**src/rtl/multu_unit_pkg.sv**
```systemverilog
// Shared MULTU definitions: funct codes seen by the decoder and the multiplier state encoding.
package multu_unit_pkg;

  localparam logic [5:0] FUNCT_MULTU = 6'd25;
  localparam logic [5:0] FUNCT_MFHI  = 6'd16;
  localparam logic [5:0] FUNCT_MFLO  = 6'd18;

  typedef enum logic [1:0] {
    MUL_IDLE = 2'd0,
    MUL_BUSY = 2'd1,
    MUL_DONE = 2'd2
  } mul_state_e;

endpackage

```
**src/rtl/multu_unit.sv**
```systemverilog
// Sequential shift-add unsigned multiplier owning the HI/LO registers.
// Optional macro MULTU_EARLY_TERM_EN finishes as soon as the remaining multiplier bits are zero.
module multu_unit
  import multu_unit_pkg::*;
#(
  parameter int WIDTH = 32
) (
  input  logic             clk,
  input  logic             rst,
  input  logic             start,
  input  logic             flush,
  input  logic [WIDTH-1:0] op_a,
  input  logic [WIDTH-1:0] op_b,
  output logic             busy,
  output logic             done,
  output logic [WIDTH-1:0] hi,
  output logic [WIDTH-1:0] lo
);

  localparam int CW = $clog2(WIDTH) + 1;

  mul_state_e         r_state;
  logic [2*WIDTH-1:0] r_mcand;
  logic [2*WIDTH-1:0] r_acc;
  logic [WIDTH-1:0]   r_mplier;
  logic [CW-1:0]      r_cnt;
  logic [WIDTH-1:0]   r_hi;
  logic [WIDTH-1:0]   r_lo;
  logic               r_busy;
  logic               r_done;

  logic [2*WIDTH-1:0] w_acc_next;
  logic [WIDTH-1:0]   w_mplier_next;
  logic               w_last;

  // NOTE: every signal gets a value on every path through always_comb, otherwise a latch is inferred.
  always_comb begin
    w_acc_next    = r_mplier[0] ? (r_acc + r_mcand) : r_acc;
    w_mplier_next = r_mplier >> 1;
`ifdef MULTU_EARLY_TERM_EN
    w_last        = (r_cnt == CW'(1)) || (w_mplier_next == '0);
`else
    w_last        = (r_cnt == CW'(1));
`endif
  end

  // NOTE: sequential state uses non-blocking assignments so all registers update from pre-edge values.
  always_ff @(posedge clk or negedge rst) begin
    if (!rst) begin
      r_state  <= MUL_IDLE;
      r_mcand  <= '0;
      r_acc    <= '0;
      r_mplier <= '0;
      r_cnt    <= '0;
      r_hi     <= '0;
      r_lo     <= '0;
      r_busy   <= 1'b0;
      r_done   <= 1'b0;
    end else begin
      case (r_state)
        MUL_IDLE, MUL_DONE: begin
          r_done <= 1'b0;
          if (start && !flush) begin
            r_mcand  <= {{WIDTH{1'b0}}, op_a};
            r_mplier <= op_b;
            r_acc    <= '0;
            r_cnt    <= CW'(WIDTH);
            r_state  <= MUL_BUSY;
            r_busy   <= 1'b1;
          end else begin
            r_state  <= MUL_IDLE;
          end
        end
        MUL_BUSY: begin
          if (flush) begin
            // Squashed multiply: drop the result and leave HI/LO untouched.
            r_state <= MUL_IDLE;
            r_busy  <= 1'b0;
          end else begin
            r_acc    <= w_acc_next;
            r_mcand  <= r_mcand << 1;
            r_mplier <= w_mplier_next;
            r_cnt    <= r_cnt - CW'(1);
            if (w_last) begin
              {r_hi, r_lo} <= w_acc_next;
              r_state      <= MUL_DONE;
              r_busy       <= 1'b0;
              r_done       <= 1'b1;
            end
          end
        end
        default: begin
          r_state <= MUL_IDLE;
          r_busy  <= 1'b0;
          r_done  <= 1'b0;
        end
      endcase
    end
  end

  assign busy = r_busy;
  assign done = r_done;
  assign hi   = r_hi;
  assign lo   = r_lo;

endmodule

```
**config.mk**
```make
export PLATFORM = sky130hd
export DESIGN_NAME = multu_unit
export DESIGN_NICKNAME = d
export VERILOG_FILES = /design/src/rtl/multu_unit_pkg.sv /design/src/rtl/multu_unit.sv
export SDC_FILE = /design/constraint.sdc
export NUM_CORES = 1
export LEC_CHECK = 0
export ABC_AREA = 1
export CELL_PAD_IN_SITES_DETAIL_PLACEMENT = 2
export CELL_PAD_IN_SITES_GLOBAL_PLACEMENT = 2
export CORE_MARGIN = 2
export CORE_UTILIZATION = 30
export DETAILED_ROUTE_END_ITERATION = 10
export PLACE_DENSITY = 0.87
export SYNTH_ARGS = -nofsm -noshare
export SYNTH_HDL_FRONTEND = slang
export SYNTH_SLANG_ARGS = --single-unit
```
**constraint.sdc**
```tcl
create_clock -name clk -period 5.65 [get_ports clk]
set_input_delay 0.565 -clock clk [delete_from_list [all_inputs] [get_ports clk]]
set_output_delay 0.565 -clock clk [all_outputs]
set_load 0.01 [all_outputs]
```
==> results_dict.tcl <==
set metrics [dict create \
    tightest_slew_ns 1.250 \
    synth_xor_area_share_pct 1.665 \
    synth_cells 2401 \
    required_ns 6.11 \
    clkLatencyLatePin_ns 0.59 \
    cp-end-kind "flop" \
    synth_top_family_by_area "simple AND/OR/NAND/NOR gates" \
    synth_nets 2535 \
    drive_above_1_share_pct 4.324 \
    yosysWarnings 0 \
    finalSetupViolCount 0 \
    slew_viol_final 0 \
    outcome "completed" \
    grt_pass1_vias 18150 \
    die_w_microns 233.3 \
    cts_resized 0 \
    cts_setup_buffers 0 \
    hold_buffers 0 \
    synthFlopType "dfrtp_1" \
    critPathMaxFanout 70 \
    place_congestion 0.8713 \
    nets 2634 \
    initial_core_util_pct 30.20 \
    dp.cells 3158 \
    cts-htree-levels 1 \
    ant_nets 0 \
    dieArea_sq_mm 0.05444 \
    hold_violations 0 \
    seq_area_frac_synth_pct 37.12 \
    yosysMostFrequentCell "nand2_1" \
    gr-total-overflow 0 \
    total_power_uw 8224 \
    synth_top_area_share_pct 37.12 \
    synth_mux_area_share_pct 0 \
    yosys-top-cells-area "dfrtp_1, nand2_1, inv_1, ha_1, nand3_1" \
    yosys.area.top_type "dfrtp_1" \
    final_cells 3209 \
    multi_input_area_sq_mm 0.007919 \
    io_pins 134 \
    cts.root.buffer_cell "clkbuf_16" \
    coreArea_sq_mm 0.05224 \
    dieHeight_microns 233.3 \
    synth_fa_ha_area_share_pct 5.282 \
    dpl_worst_slack_ns 1.198 \
    ys_top_cells_by_count "nand2_1, inv_1, dfrtp_1" \
    clock_sinks 234 \
    drv_cap 0 \
    path_class "in2reg" \
    startpoint "flush" \
    area_delta_synth_final_pct 18.77 \
    ir_drop_mv 0.2013 \
    grt_usage_pct 24.08 \
    drc 0 \
    diodes 0 \
    wl_per_cell_microns 20.16 \
    setup_tns_ns 0 \
    avgViaCountPerCell 5.019 \
    cts_tree "yes" \
    reg2reg_to "r_cnt[4]" \
    syn_area_sq_mm 0.01578 \
    nFillCells 6279 \
    hpwlAfterDp_mm 47.88 \
    grt_first_pass_wirelength_mm 102.9 \
    p_leak_uw 0.009997 \
    synth_area_per_cell_sq_um 6.571 \
    drtPass1Iterations 5 \
    regArea_sq_mm 0.005857 \
    cts_made_buffers 28 \
    fin_crit_ns 3.969 \
    drt-initial-drc-count 877 \
    startpoint_type "primary input" \
    via_count 16110 \
    r2r_cells 8 \
    clkTransAtPathRegs_ns 0.06 \
    fmax_mhz 252.0 \
    r2r_start "r_state[0]" \
    synth_edf_count 0 \
    cts_buffer_depth 3 \
    arrival_ns 4.43 \
    async_flop_share_pct 100.0 \
    rsz0062_at_grt "no" \
    portBuffers 133 \
    rrSetupSlack_ns 1.71 \
    min_period_over_period_pct 70.25 \
    wl_mm 64.70 \
    synthSimpleGateAreaFrac_pct 32.27 \
    synth_seq_cells 234 \
    slew_headroom_pct 16.54 \
    antenna_found_initial 0 \
    synth_cell_types 32 \
    hp-class "in2async" \
    rows 84 \
    power_density_mw_per_mm2 438.9 \
    skew_ns 0.02786 \
    layout_setup_ws_ns 1.681 \
    grt_max_degree 121 \
    synth_compound_area_share_pct 10.87 \
]
## registers in the layout (all words and copies together), names as in the netlist
| register | cells |
|---|---|
| busy | 1 |
| lo | 32 |
| done | 1 |
| r_mcand | 64 |
| r_mplier | 32 |
| r_acc | 64 |
| r_cnt | 6 |
| hi | 32 |
| r_state | 2 |
## layout make-up
type,count,share of cell area (%)
repair buffers,142,7.559
flip-flops and latches,234,31.26
well taps,688,4.594
multi-input cells,1645,42.26
clock inverters,12,0.8413
clock buffers,39,4.494
inverters,449,8.994
## layout by cell type, fill, tap and decap left out, types with 2 or more instances in the layout
master           instances
nand2_1                907
clkbuf_8                10
o21ai_1                 43
nor2_4                   3
nand3_1                160
clkbuf_16               28
a21oi_1                 49
o21ai_0                 73
bufinv_16                3
nor3_1                  15
a22oi_1                  9
nor4_1                   2
inv_1                  443
ha_1                    65
clkdlybuf4s50_1        132
o211ai_1                67
dfrtp_1                233
xor2_1                  15
o22ai_1                 44
buf_4                    8
inv_2                    6
nand4_1                 10
nor2_1                 123
or2_2                   35
clkinvlp_4               3
clkinv_2                 4
o21bai_1                 3
xnor2_1                 15
## routing by layer
layer	vias to the layer above	track usage [%]	routed length (microns)
li1	7656	-	-
met2	246	42.17	31660
met1	8119	31.63	29540
met5	-	0	0
met3	84	2.600	2118
met4	0	5.732	1390
## stage by stage
step           cell area, sq um  util, %  hold WS (ns)
2_1_floorplan             15780        -        0.2694
3_3_place_gp              17740    33.96        0.4640
3_5_place_dp              17740    33.96        0.4678
4_1_cts                   18740    35.87        0.1076
5_1_grt                   18740    35.87        0.1068
6_report                  18740    35.87       0.01835
## worst max-delay path: stages
cell,delay [ns]
clkdlybuf4s50_1,0.49
nor3_2,0.95
inv_2,0.21
nand2_4,0.63
inv_2,0.72
nor2_1,0.40
nand2_1,0.15
o21ai_1,0.21
a21oi_1,0.09
## power by group
group	total, uW	internal, uW	leakage (uW)	switching (uW)
registers	2560	2150	0.00306	406
clock network	1980	1170	0.000488	807
logic	3680	1270	0.00645	2410
## cell families (layout without fill, tap and decap cells)
logic type                 after synthesis  count (layout)
DFF                                    234             234
AOI/OAI and AO/OA                      290             290
buffers and inverters                  522             642
adders and majority gates               66              66
and+or+nand+nor                       1259            1259
xor gates and xnor gates                30              30
## worst max path at each step
stage / end / slack (ns) / cells after the start
after CTS: r_cnt[4] / 1.66 / 9
after detailed placement: r_cnt[4] / 1.20 / 9
after global placement: r_cnt[4] / 1.60 / 9
after floorplan: r_acc[46] / 3.61 / 15
final: r_cnt[4] / 1.68 / 9
after global routing: r_cnt[4] / 1.41 / 9
Power figures use the tool's default switching activity.
